**config.mk**
```make
export PLATFORM = sky130hd
export DESIGN_NAME = clap_sequence_counter
export DESIGN_NICKNAME = d
export VERILOG_FILES = /design/src/rtl/clap_sequence_counter.sv
export SDC_FILE = /design/constraint.sdc
export NUM_CORES = 1
export LEC_CHECK = 0
export CAP_MARGIN = 20
export CORE_ASPECT_RATIO = 1.75
export CORE_UTILIZATION = 58
export CTS_CLUSTER_SIZE = 16
export DETAILED_ROUTE_END_ITERATION = 8
export PLACE_DENSITY = 0.78
export SYNTH_ARGS = -nofsm -noshare
export SYNTH_HDL_FRONTEND = slang
export SYNTH_SLANG_ARGS = --single-unit
```
**constraint.sdc**
```tcl
create_clock -name clk -period 2.2 [get_ports clk]
set_input_delay 0.66 -clock clk [delete_from_list [all_inputs] [get_ports clk]]
set_output_delay 0.66 -clock clk [all_outputs]
set_load 0.01 [all_outputs]
```
**src/rtl/clap_sequence_counter.sv**
```systemverilog
// Clap sequence counter: synchronises a peak indication, debounces it with a
// refractory window and reports the number of claps once a silence gap expires.
module clap_sequence_counter #(
    parameter int COUNT_W     = 4,
    parameter int REFRACT_CYC = 5_000_000,
    parameter int GAP_CYC     = 50_000_000,
    parameter bit SATURATE    = 1'b1
) (
    input  logic               clk,
    input  logic               rst,
    input  logic               ledPeak,
    input  logic               clear,
    output logic [COUNT_W-1:0] clapCount,
    output logic [COUNT_W-1:0] seqCount,
    output logic               seqValid,
    output logic               busy
);

    localparam int MAX_CYC = (REFRACT_CYC > GAP_CYC) ? REFRACT_CYC : GAP_CYC;
    localparam int TIMER_W = $clog2(MAX_CYC + 1);
    localparam logic [TIMER_W-1:0] REFRACT_LAST = TIMER_W'(REFRACT_CYC - 1);
    localparam logic [TIMER_W-1:0] GAP_LAST     = TIMER_W'(GAP_CYC - 1);
    localparam logic [COUNT_W-1:0] COUNT_MAX    = {COUNT_W{1'b1}};

    typedef enum logic [1:0] {
        IDLE    = 2'd0,
        REFRACT = 2'd1,
        LISTEN  = 2'd2
    } state_e;

    state_e             state_q, state_d;
    logic [TIMER_W-1:0] timer_q, timer_d;
    logic [COUNT_W-1:0] clap_q, clap_d;
    logic [COUNT_W-1:0] seq_q, seq_d;
    logic               seq_valid_q, seq_valid_d;
    logic               busy_q, busy_d;
    logic               sync1_q, sync2_q, prev_q;
    logic               edge_s;

    // Next clap count in LISTEN: either pin at the maximum or roll over.
    function automatic logic [COUNT_W-1:0] clap_inc(input logic [COUNT_W-1:0] cnt);
        logic [COUNT_W-1:0] nxt;
        if (SATURATE && (cnt == COUNT_MAX)) begin
            nxt = cnt;
        end else begin
            nxt = cnt + COUNT_W'(1);
        end
        return nxt;
    endfunction

    assign edge_s = sync2_q & ~prev_q;

    // Synchroniser and edge history; reset high so a level held across reset is not a clap.
    always_ff @(posedge clk or negedge rst) begin
        if (!rst) begin
            sync1_q <= 1'b1;
            sync2_q <= 1'b1;
            prev_q  <= 1'b1;
        end else begin
            sync1_q <= ledPeak;
            sync2_q <= sync1_q;
            prev_q  <= sync2_q;
        end
    end

    // State, timer and output registers.
    always_ff @(posedge clk or negedge rst) begin
        if (!rst) begin
            state_q     <= IDLE;
            timer_q     <= '0;
            clap_q      <= '0;
            seq_q       <= '0;
            seq_valid_q <= 1'b0;
            busy_q      <= 1'b0;
        end else begin
            state_q     <= state_d;
            timer_q     <= timer_d;
            clap_q      <= clap_d;
            seq_q       <= seq_d;
            seq_valid_q <= seq_valid_d;
            busy_q      <= busy_d;
        end
    end

    // Next-state logic; clear overrides everything, and in LISTEN an edge beats the gap timeout.
    always_comb begin
        state_d     = state_q;
        timer_d     = timer_q;
        clap_d      = clap_q;
        seq_d       = seq_q;
        seq_valid_d = 1'b0;

        if (clear) begin
            state_d = IDLE;
            timer_d = '0;
            clap_d  = '0;
        end else begin
            case (state_q)
                IDLE: begin
                    timer_d = '0;
                    if (edge_s) begin
                        clap_d  = COUNT_W'(1);
                        state_d = REFRACT;
                    end else begin
                        clap_d  = clap_q;
                    end
                end
                REFRACT: begin
                    if (timer_q == REFRACT_LAST) begin
                        state_d = LISTEN;
                        timer_d = '0;
                    end else begin
                        timer_d = timer_q + TIMER_W'(1);
                    end
                end
                LISTEN: begin
                    if (edge_s) begin
                        clap_d  = clap_inc(clap_q);
                        state_d = REFRACT;
                        timer_d = '0;
                    end else if (timer_q == GAP_LAST) begin
                        seq_d       = clap_q;
                        seq_valid_d = 1'b1;
                        clap_d      = '0;
                        state_d     = IDLE;
                        timer_d     = '0;
                    end else begin
                        timer_d = timer_q + TIMER_W'(1);
                    end
                end
                default: begin
                    state_d = IDLE;
                    timer_d = '0;
                    clap_d  = '0;
                end
            endcase
        end

        busy_d = (state_d != IDLE);
    end

    assign clapCount = clap_q;
    assign seqCount  = seq_q;
    assign seqValid  = seq_valid_q;
    assign busy      = busy_q;

endmodule
```
==> impl_metrics.yaml <==
critical_path:
  worstReg2RegStart: "timer_q[10]"
  arrival_ns: 2.30
  crit_path_max_fanout: 6
  path_cells: "or4_4, nor4b_4, a31o_2, a2111oi_1, or3_1"
  worst_path_max_delay_cell: "or4_4"
  worstSetupStartpoint: "timer_q[10]"
  cpPeakStageDelay_ns: 0.55
  cp.required_ns: 2.38
  crit_path_start_kind: "flop"
  r2r_slack_ns: 0.08
  reg2reg_depth: 5
  crit_end: "busy"
  timing.rr.end: "busy"
  worstSetupPathType: "flop to flop"
  endpoint_kind: "flop"
clock_tree:
  clock-sinks: 41
  cts_tree: "yes"
  clk_transition_reported_paths_ns: 0.08
  htreeDepth: 2
  root_buffer: "clkbuf_8"
  holdBufCountCts: 0
  clock_latency_ns: 0.31
  post-cts-setup-buffer-count: 0
  cts_buffers: 5
  cts_buffer_depth: 2
layout:
  drive_above_1_share_pct: 17.2
  num_antenna_cells: 0
  fin_nets: 247
  instances_no_fill: 284
  utilization_pct: 70.8
  area_growth_pct: 17.7
  final_area_um2: 2540
routing:
  ant_nets: 0
  vias: 1669
  drtPass1Iterations: 4
  viasPerCell: 5.88
  first_iter_violations: 25
  drc: 0
  drt_wl_total_um: 4560
  avgRoutedWirePerCell_um: 16.1
pwr:
  p_clk_share_pct: 41.9
  p_leak_nw: 1.05
  ir_worst_vdd_v: 0.000505
  pwr-share-seq_pct: 52.7
  power_density_nw_per_um2: 576
  combPwrFrac_pct: 5.3
  p_total_mw: 1.46
  p_sw_uw: 329
  sw_frac_of_total_pct: 22.4
  p_int_mw: 1.14
logic_synthesis:
  syn_area_per_cell_um2: 10.3
  synthTopCellsByCount: "dfrtp_1 (38), nor2_1 (33), xor2_1 (18)"
  synth_top_cell_area_share_pct: 44.0
  synth_edf_count: 0
  syn_nets: 219
  post-synth-top-area-cell: "dfrtp_1"
  netlist_instances: 209
  synth_most_common_cell: "dfrtp_1"
  synth_ff_type: "dfrtp_1"
  netlist_top_cells_area: "dfrtp_1 (44%), xor2_1 (7.3%), nor2_1 (5.7%), nand3_1 (3.9%), dfstp_2 (3.6%)"
  synth_area_um2: 2160
  yosys_warnings: 0
  yosysSeqAreaShare_pct: 47.7
  async_flop_share_pct: 100
  ys_ff_latch: 41
  synth_cell_types: 50
run_status:
  status: "finished clean"
timing:
  fmax_mhz: 473
  period_share_pct: 96.1
  relSlewSlack_pct: 66.3
  worstMarginPinSlew_ns: 0.504
  hold_viol: 0
  skew_ns: 0.00744
  slew_viol_final: 0
  setup_viol: 0
  period_minus_slack_ns: 2.12
floorplanning:
  rows: 29
  io_pins: 14
  die_y_um: 82.7
  start_util_pct: 60.2
  core_area_um2: 3590
  die_x_um: 48.1
  die-area_um2: 3980
grt:
  grt_pass1_vias: 1553
  grt_pass1_wl_um: 6960
  grt_max_degree: 42
  antenna_found_initial: 0
  grtUsageTotal_pct: 25.6
  gr-total-overflow: 0
placed_design:
  numPortBuffers: 13
  hpwlAfterDp_um: 3280
  place_area_um2: 2410
  dp_cells: 276
  place.gp.congestion: 0.880
job:
  cap_viol_max_count: 0
worst_hold_path:
  min_path_type: "flop to flop"
==> logic make-up (layout without fill, tap and decap cells) <==
| family | count (synthesis) | in the layout | synth area share [%] |
|---|---|---|---|
| buf+inv | 12 | 41 | 2.84 |
| simple gates | 102 | 102 | 26.5 |
| compound gates | 19 | 19 | 7.18 |
| mux | 6 | 6 | 3.07 |
| fa+ha+maj | 6 | 6 | 3.47 |
| flops | 41 | 41 | 47.7 |
| xor+xnor | 23 | 23 | 9.32 |
==> state kept, by name, summed over array words and instances, names as in the netlist <==
register,count
state_q,2
sync2_q,1
sync1_q,1
seqValid,1
seqCount,4
busy,1
timer_q,26
prev_q,1
clapCount,4
==> layout by cell type, fill, tap and decap left out, drive strengths merged, types with 6 or more instances in the layout <==
| master | instances |
|---|---|
| dfrtp | 38 |
| nor2 | 34 |
| xor2 | 18 |
| nand3 | 17 |
| buf | 13 |
| clkdlybuf4s50 | 12 |
| nand2 | 10 |
| nand4 | 9 |
| inv | 8 |
| nor4 | 7 |
| ha | 6 |
==> repair_timing <==
item | CTS | global route
endpoints found under the setup margin | 0 | 29
resized for setup | 0 | 3
endpoints found under the hold margin | 0 | 0
==> through the flow <==
step / hold WS (ns) / worst slack (ns) / TNS (ns)
floorplan: 0.345 / 0.162 / 0
global placement: 0.347 / 0.0884 / 0
detailed placement: 0.352 / 0.0685 / 0
CTS: 0.365 / 0.0249 / 0
global route: 0.372 / -0.00516 / -0.00516
finish: 0.364 / 0.0849 / 0
==> per-layer routing <==
layer	global-route usage (%)	routed length (um)	vias to the layer above
met2	46.7	2600	45
met4	11.9	103	0
met3	4.57	123	11
met5	0	0	-
li1	-	-	799
met1	25.9	1730	814
==> worst max-delay path: cells and delay by family (launching register included) <==
family / cells / cell delay (ns)
simple gates: 3 / 1.21
flops: 1 / 0.45
compound gates: 2 / 0.34
==> area by class of cell <==
class	count	area (um2)
repair buffers	25	228
clock buffers	5	68.8
well taps	46	57.6
multi-input cells	156	1080
flip-flops and latches	41	1030
inverters	8	30.0
clock inverters	3	46.3
fillers	269	1050
==> power groups by stage <==
stage	registers, mW	clock network (mW)	logic (mW)
4_1_cts	0.773	0.630	0.0799
5_1_grt	0.775	0.657	0.0885
2_1_floorplan	0.787	0	0.0363
3_5_place_dp	0.788	0	0.0793
6_report	0.773	0.614	0.0780
3_3_place_gp	0.787	0	0.0779
==> how the worst min path moves through the flow <==
| stage | from | to | slack [ns] | cells past startpoint |
|---|---|---|---|---|
| 3_5_place_dp | sync1_q | sync2_q | 0.35 | 0 |
| 2_1_floorplan | sync1_q | sync2_q | 0.35 | 0 |
| 6_report | sync1_q | sync2_q | 0.36 | 0 |
| 4_1_cts | sync1_q | sync2_q | 0.36 | 0 |
| 3_3_place_gp | sync1_q | sync2_q | 0.35 | 0 |
| 5_1_grt | sync1_q | sync2_q | 0.37 | 0 |
No activity file was read; power rests on OpenSTA's default activity.
